File: src/rtl/pattern_seq_checker_pkg.sv
// Shared types and helpers for the repeated-pattern stream checker.
package pattern_seq_checker_pkg;

  typedef enum logic [1:0] {
    StIdle,
    StHunt,
    StLock,
    StDone
  } pchk_state_t;

  // LSB position of symbol k inside a packed pattern word; symbol 0 is sent first.
  function automatic int unsigned sym_lsb(input int unsigned k, input int unsigned sym_w);
    return k * sym_w;
  endfunction

endpackage

File: src/rtl/pattern_seq_checker_matcher.sv
// Holds the position within the pattern word and compares the incoming symbol against it.
module pattern_seq_checker_matcher
  import pattern_seq_checker_pkg::*;
#(
  parameter int unsigned DATA_W    = 8,
  parameter int unsigned PAT_BYTES = 4
) (
  input  logic                        CLK,
  input  logic                        RST,
  input  logic                        clear,
  input  logic                        advance,
  input  logic [DATA_W-1:0]           data_in,
  input  logic [PAT_BYTES*DATA_W-1:0] pat_q,
  output logic                        match,
  output logic                        word_done
);

  localparam int unsigned IDX_W = $clog2(PAT_BYTES);
  localparam logic [IDX_W-1:0] LAST_IDX = IDX_W'(PAT_BYTES - 1);

  logic [DATA_W-1:0] syms [PAT_BYTES];
  logic [IDX_W-1:0]  idx_d, idx_q;

  for (genvar k = 0; k < PAT_BYTES; k++) begin : g_sym
    assign syms[k] = pat_q[sym_lsb(k, DATA_W) +: DATA_W];
  end

  assign match     = (data_in == syms[idx_q]);
  assign word_done = match && (idx_q == LAST_IDX);

  always_comb begin
    idx_d = idx_q;
    if (clear) begin
      idx_d = '0;
    end else if (advance) begin
      if (word_done) begin
        idx_d = '0;
      end else if (match) begin
        idx_d = idx_q + 1'b1;
      end else if (data_in == syms[0]) begin
        // The offending symbol may itself start a fresh word.
        idx_d = IDX_W'(1);
      end else begin
        idx_d = '0;
      end
    end
  end

  always_ff @(posedge CLK or negedge RST) begin
    if (!RST) begin
      idx_q <= '0;
    end else begin
      idx_q <= idx_d;
    end
  end

endmodule

File: config.mk
export PLATFORM = sky130hd
export DESIGN_NAME = pattern_seq_checker_matcher
export DESIGN_NICKNAME = d
export VERILOG_FILES = /design/src/rtl/pattern_seq_checker_pkg.sv /design/src/rtl/pattern_seq_checker_matcher.sv
export SDC_FILE = /design/constraint.sdc
export NUM_CORES = 1
export LEC_CHECK = 0
export BUFFER_PORTS_ARGS = -buffer_cell sky130_fd_sc_hd__clkbuf_2
export CAP_MARGIN = 30
export CORE_MARGIN = 2
export CORE_UTILIZATION = 40
export DETAILED_ROUTE_END_ITERATION = 6
export HOLD_SLACK_MARGIN = 0.12
export MAX_ROUTING_LAYER = met4
export PLACE_DENSITY = 0.84
export SLEW_MARGIN = 20
export SYNTH_ARGS = -nofsm -noshare
export SYNTH_HDL_FRONTEND = slang
export SYNTH_SLANG_ARGS = --single-unit
File: constraint.sdc
create_clock -name CLK -period 5.7 [get_ports CLK]
set_clock_uncertainty 0.2 [all_clocks]
set_input_delay 0.285 -clock CLK [delete_from_list [all_inputs] [get_ports CLK]]
set_output_delay 0.285 -clock CLK [all_outputs]
set_load 0.03 [all_outputs]
; ---- Yosys cells after proc, flatten, opt, wreduce, memory -nomap -nowiden
; Index checks and enable logic that the tools add are counted.
[totals]
ff_bits = 2
input_bits = 44
output_inout_bits = 2
word_cells = 17
[classes]
n_addsub = 1
n_lt_le_gt_ge = 1
n_eq_ne = 3
n_mux = 8
n_bitwise = 1
n_reduce_logical = 2
[op_table]
columns = cell, n
row1 = binary-select mux 8 bit (select 2 bit), 1
row2 = == test 8 bit, 2
row3 = two-way mux 8 bit, 2
row4 = two-way mux 2 bit, 4
row5 = greater-or-equal comparator 3 bit (second input constant), 1
row6 = inverter 2 -> 3 bit, 1
row7 = adder 2 x 1 -> 2 bit (second input constant), 1
row8 = == test 2 bit (second input constant), 1
row9 = nonzero test 2 bit, 1
row10 = logical AND 1 bit, 1
row11 = two-way mux 1 bit, 1

; ---- Depth between registers and ports, before layout
[depth]
ltp_word = 9
mapped_depth = 6
ltp_nobuf = 5

; ---- Least setup slack after synthesis
; No wires, ideal clock.
[synth_timing]
path_type = flip-flop to output port
start = register idx_q[0]
end = output word_done
arrival_ns = 2.231
required_ns = 5.215
setup_slack_ns = 2.984
path_stages_with_launch = 7
path_buffers = 1
cell_sequence = dfrtp_1 -> buf_6 -> mux4_1 -> xnor2_1 -> nand4_1 -> nor2_1 -> and2_1
[synth_via]
elab_chain_len = 6
elab_cells_between_ends = 7
classes_between = eq/ne: 2 / mux: 3 / bitwise: 1 / reduce/logical: 1
[synth_lines]
columns = element, line
row1 = from (decl), pattern_seq_checker_matcher.sv:22  ; logic [IDX_W-1:0] idx_d, idx_q;
row2 = from (signal assigned), pattern_seq_checker_matcher.sv:53  ; idx_q <= idx_d;
row3 = inverter 2 -> 3 bit (implied by the code), pattern_seq_checker_matcher.sv:28  ; assign match = (data_in == syms[idx_q]);
row4 = binary-select mux 8 bit (select 2 bit), pattern_seq_checker_matcher.sv:28
row5 = two-way mux 8 bit (implied by the code) (2 in series), pattern_seq_checker_matcher.sv:28
row6 = == test 8 bit, pattern_seq_checker_matcher.sv:28
row7 = via match, pattern_seq_checker_matcher.sv:14  ; output logic match,
row8 = logical AND 1 bit, pattern_seq_checker_matcher.sv:29  ; assign word_done = match && (idx_q == LAST_IDX);
row9 = to (decl), pattern_seq_checker_matcher.sv:15  ; output logic word_done
; The timed path passes the listed nets, and every way through them passes these cells. The select of a mux whose other input is x is not followed.

; ---- Final worst setup path
[layout_timing]
start = register idx_q[0]
end = output word_done
[layout_via]
elab_chain_len = 6
elab_cells_between_ends = 7
classes_between = eq/ne: 2 / mux: 3 / bitwise: 1 / reduce/logical: 1
[layout_lines]
columns = element, line
row1 = inverter 2 -> 3 bit (implied by the code), pattern_seq_checker_matcher.sv:28
row2 = binary-select mux 8 bit (select 2 bit), pattern_seq_checker_matcher.sv:28
row3 = two-way mux 8 bit (implied by the code) (2 in series), pattern_seq_checker_matcher.sv:28
row4 = == test 8 bit, pattern_seq_checker_matcher.sv:28
row5 = logical AND 1 bit *, pattern_seq_checker_matcher.sv:29
; Every way passes the cells marked *; elsewhere a longest branch is shown, timed or not. The select of a mux whose other input is x is not followed.

==> flow_summary.yaml <==
logic_synthesis:
  synth-seq-cells: 2
  syn_nets: 90
  yosys.area_share.simple_pct: 13.3
  syn_area_um2: 536
  synth-compound-area-share_pct: 6.07
  yosysMostFrequentCell: "xnor2_1"
  synth_edf_count: 0
  synth_cell_type_count: 19
  synth_top_family_by_area: "multiplexers"
  yosys_warnings: 0
  synthTopCellsByCount: "xnor2_1 (13), mux4_1 (8), nand4_1 (4)"
  synthCells: 45
  muxShareOfSynthArea_pct: 39.3
  synth_largest_area_cell: "mux4_1"
  synth_fa_ha_area_share_pct: 2.34
  ys.flop_type: "dfrtp_1"
  syn-mean-instance-area_um2: 11.9
  synth_top_cell_area_share_pct: 39.3
  synthArstFlopShare_pct: 100
  ys_seq_area_share_pct: 9.35
  ys_top_cells_by_area: "mux4_1 (39%), xnor2_1 (21%), dfrtp_1 (9.3%), xor2_1 (4.9%), nand4_1 (4.7%)"
  synthXorXnorAreaFrac_pct: 26.2
setup_path:
  startpoint: "idx_q[0]"
  r2r_start: "idx_q[0]"
  crit_type: "reg -> out"
  critPathLaunchType: "register"
  crit_fanout: 11
  required_ns: 5.22
  critPathCaptureType: "output port"
  critPathArrivalTime_ns: 2.37
floorplan:
  row_count: 13
  ios: 46
  coreArea_um2: 1270
  start_util_pct: 42.2
  dieWidth_um: 40.6
  die-height_um: 40.6
  die_area_um2: 1650
sta:
  fin_crit_ns: 2.85
  finalHoldViolCount: 0
  fmax_ghz: 0.351
  setup_slack_ns: 2.85
  maxSlewHeadroom_pct: 69.7
  fin_tns_setup_ns: 0
  grt_setup_unrepaired: "false"
  finalSetupViolations: 0
  final_max_slew_viol_count: 0
  holdWs_ns: 0.139
  min_period_over_period_pct: 50.0
  worst_slew_pin_slew_ns: 0.455
detailed_routing:
  ant_nets: 0
  routedWlPerCell_um: 12.1
  finalWirelength_mm: 1.29
  vias: 558
  vias_per_cell: 5.21
  drc: 0
  dr.first_iter.drc_count: 7
  dr.pass1.iters: 2
layout:
  regMostFlops: "idx_q"
  top_regs: "idx_q (2)"
  largest_reg_flops: 2
  fin_cells: 107
  final_area_um2: 797
  final_nets: 139
  nFillCells: 112
  fin_util_pct: 62.8
  antenna_cells: 0
  drive_gt1_share_pct: 53.3
  syn_to_final_growth_pct: 48.8
min_path:
  worstHoldPathType: "in -> reg"
  hp-start: "clear"
clock_network:
  htree_levels: 1
  clockBufferDepth: 2
  clock_sinks: 2
  insertion_delay_ns: 0.22
  cts_setup_buffers: 0
  cts_buffers: 3
  cts-root-buf: "clkbuf_4"
  cts_tree: "yes"
  path_clk_slew_ns: 0.03
  cts_resized: 0
run:
  max-cap-violations: 0
placed_design:
  io_buffers: 45
  place_inst: 103
  post-place-ws_ns: 3.06
  gp_congestion: 0.683
  placed_area_um2: 764
  dp_hpwl_mm: 1.15
global_route:
  gr-total-overflow: 0
  grt_use_total_pct: 18.6
  grt_pass1_vias: 542
  antenna_found_initial: 0
  grt_start_max_net_pins: 12
  grt_pass1_wl_mm: 2.03
power:
  p_leak_nw: 0.381
  finalPower_mw: 0.0796
  p_per_area_nw_per_um2: 99.9
  ir_drop_mv: 0.0633
run_status:
  outcome: "complete, no violations"
[cells in the final DEF, fill, tap and decap left out]
| master | n |
|---|---|
| clkbuf_2 | 45 |
| xnor2_1 | 13 |
| mux4_1 | 8 |
| nand4_1 | 4 |
| xor2_1 | 3 |
| clkbuf_4 | 3 |
| nor4_1 | 2 |
| dfrtp_1 | 2 |
| nor2_1 | 1 |
| and2_1 | 1 |
| inv_1 | 1 |
| nand2b_1 | 1 |
| or2b_1 | 1 |
| o41ai_2 | 1 |
| o2bb2ai_1 | 1 |
| nor2b_1 | 1 |
| nand2_1 | 1 |
| o21a_1 | 1 |
| ha_1 | 1 |
| dlygate4sd3_1 | 1 |
[critical path: stages, from the launching register on]
cell and delay (ns):
dfrtp_1 0.61, mux4_1 0.64, xnor2_1 0.16, nand4_1 0.19, nor2_1 0.21, and2_1 0.15
clkbuf_2 0.19
[power by group]
part | internal, mW | switching, mW
Clock | 0.0231 | 0.00663
Combinational | 0.0221 | 0.0133
Sequential | 0.0144 | 0.000145
[logic make-up after synthesis]
group	Yosys count
buffers and inverters	3
multiplexers	8
XOR/XNOR	16
adder cells (fa/ha/maj)	1
AO/OA/AOI/OAI	3
flip-flops	2
AND/OR/NAND/NOR	12
[final cells by class]
| class | instances | area (um^2) | share of cell area [%] |
|---|---|---|---|
| clock buffers | 3 | 22.5 | 2.83 |
| inverters | 1 | 3.75 | 0.471 |
| multi-input cells | 40 | 467 | 58.6 |
| flip-flops and latches | 2 | 50.0 | 6.28 |
| well taps | 15 | 18.8 | 2.35 |
| repair buffers | 46 | 235 | 29.5 |
[path summary, 6_finish.rpt]
kind	to	slack, ns	depth (start not counted)
worst max-delay path	word_done	2.85	6
worst min-delay path	idx_q[1]	0.14	3
worst max register to register	idx_q[0]	3.30	5
worst min register to register	idx_q[1]	0.68	2
max in group asynchronous	idx_q[0]	5.02	2
min in group asynchronous	idx_q[1]	0.18	2
[repair_timing]
item,in CTS,in global routing
hold buffers,1,0
hold endpoints to repair,2,0
endpoints found under the setup margin,0,0
[routing by layer]
| layer | vias up | global-route usage [%] | share of wire (%) |
|---|---|---|---|
| met2 | 30 | 35.7 | 49 |
| li1 | 279 | - | - |
| met3 | 0 | 2.22 | 8.0 |
| met1 | 249 | 19.9 | 43 |
| met5 | - | - | 0 |
| met4 | 0 | 4.17 | 0 |
No activity file was read; power rests on OpenSTA's default activity.
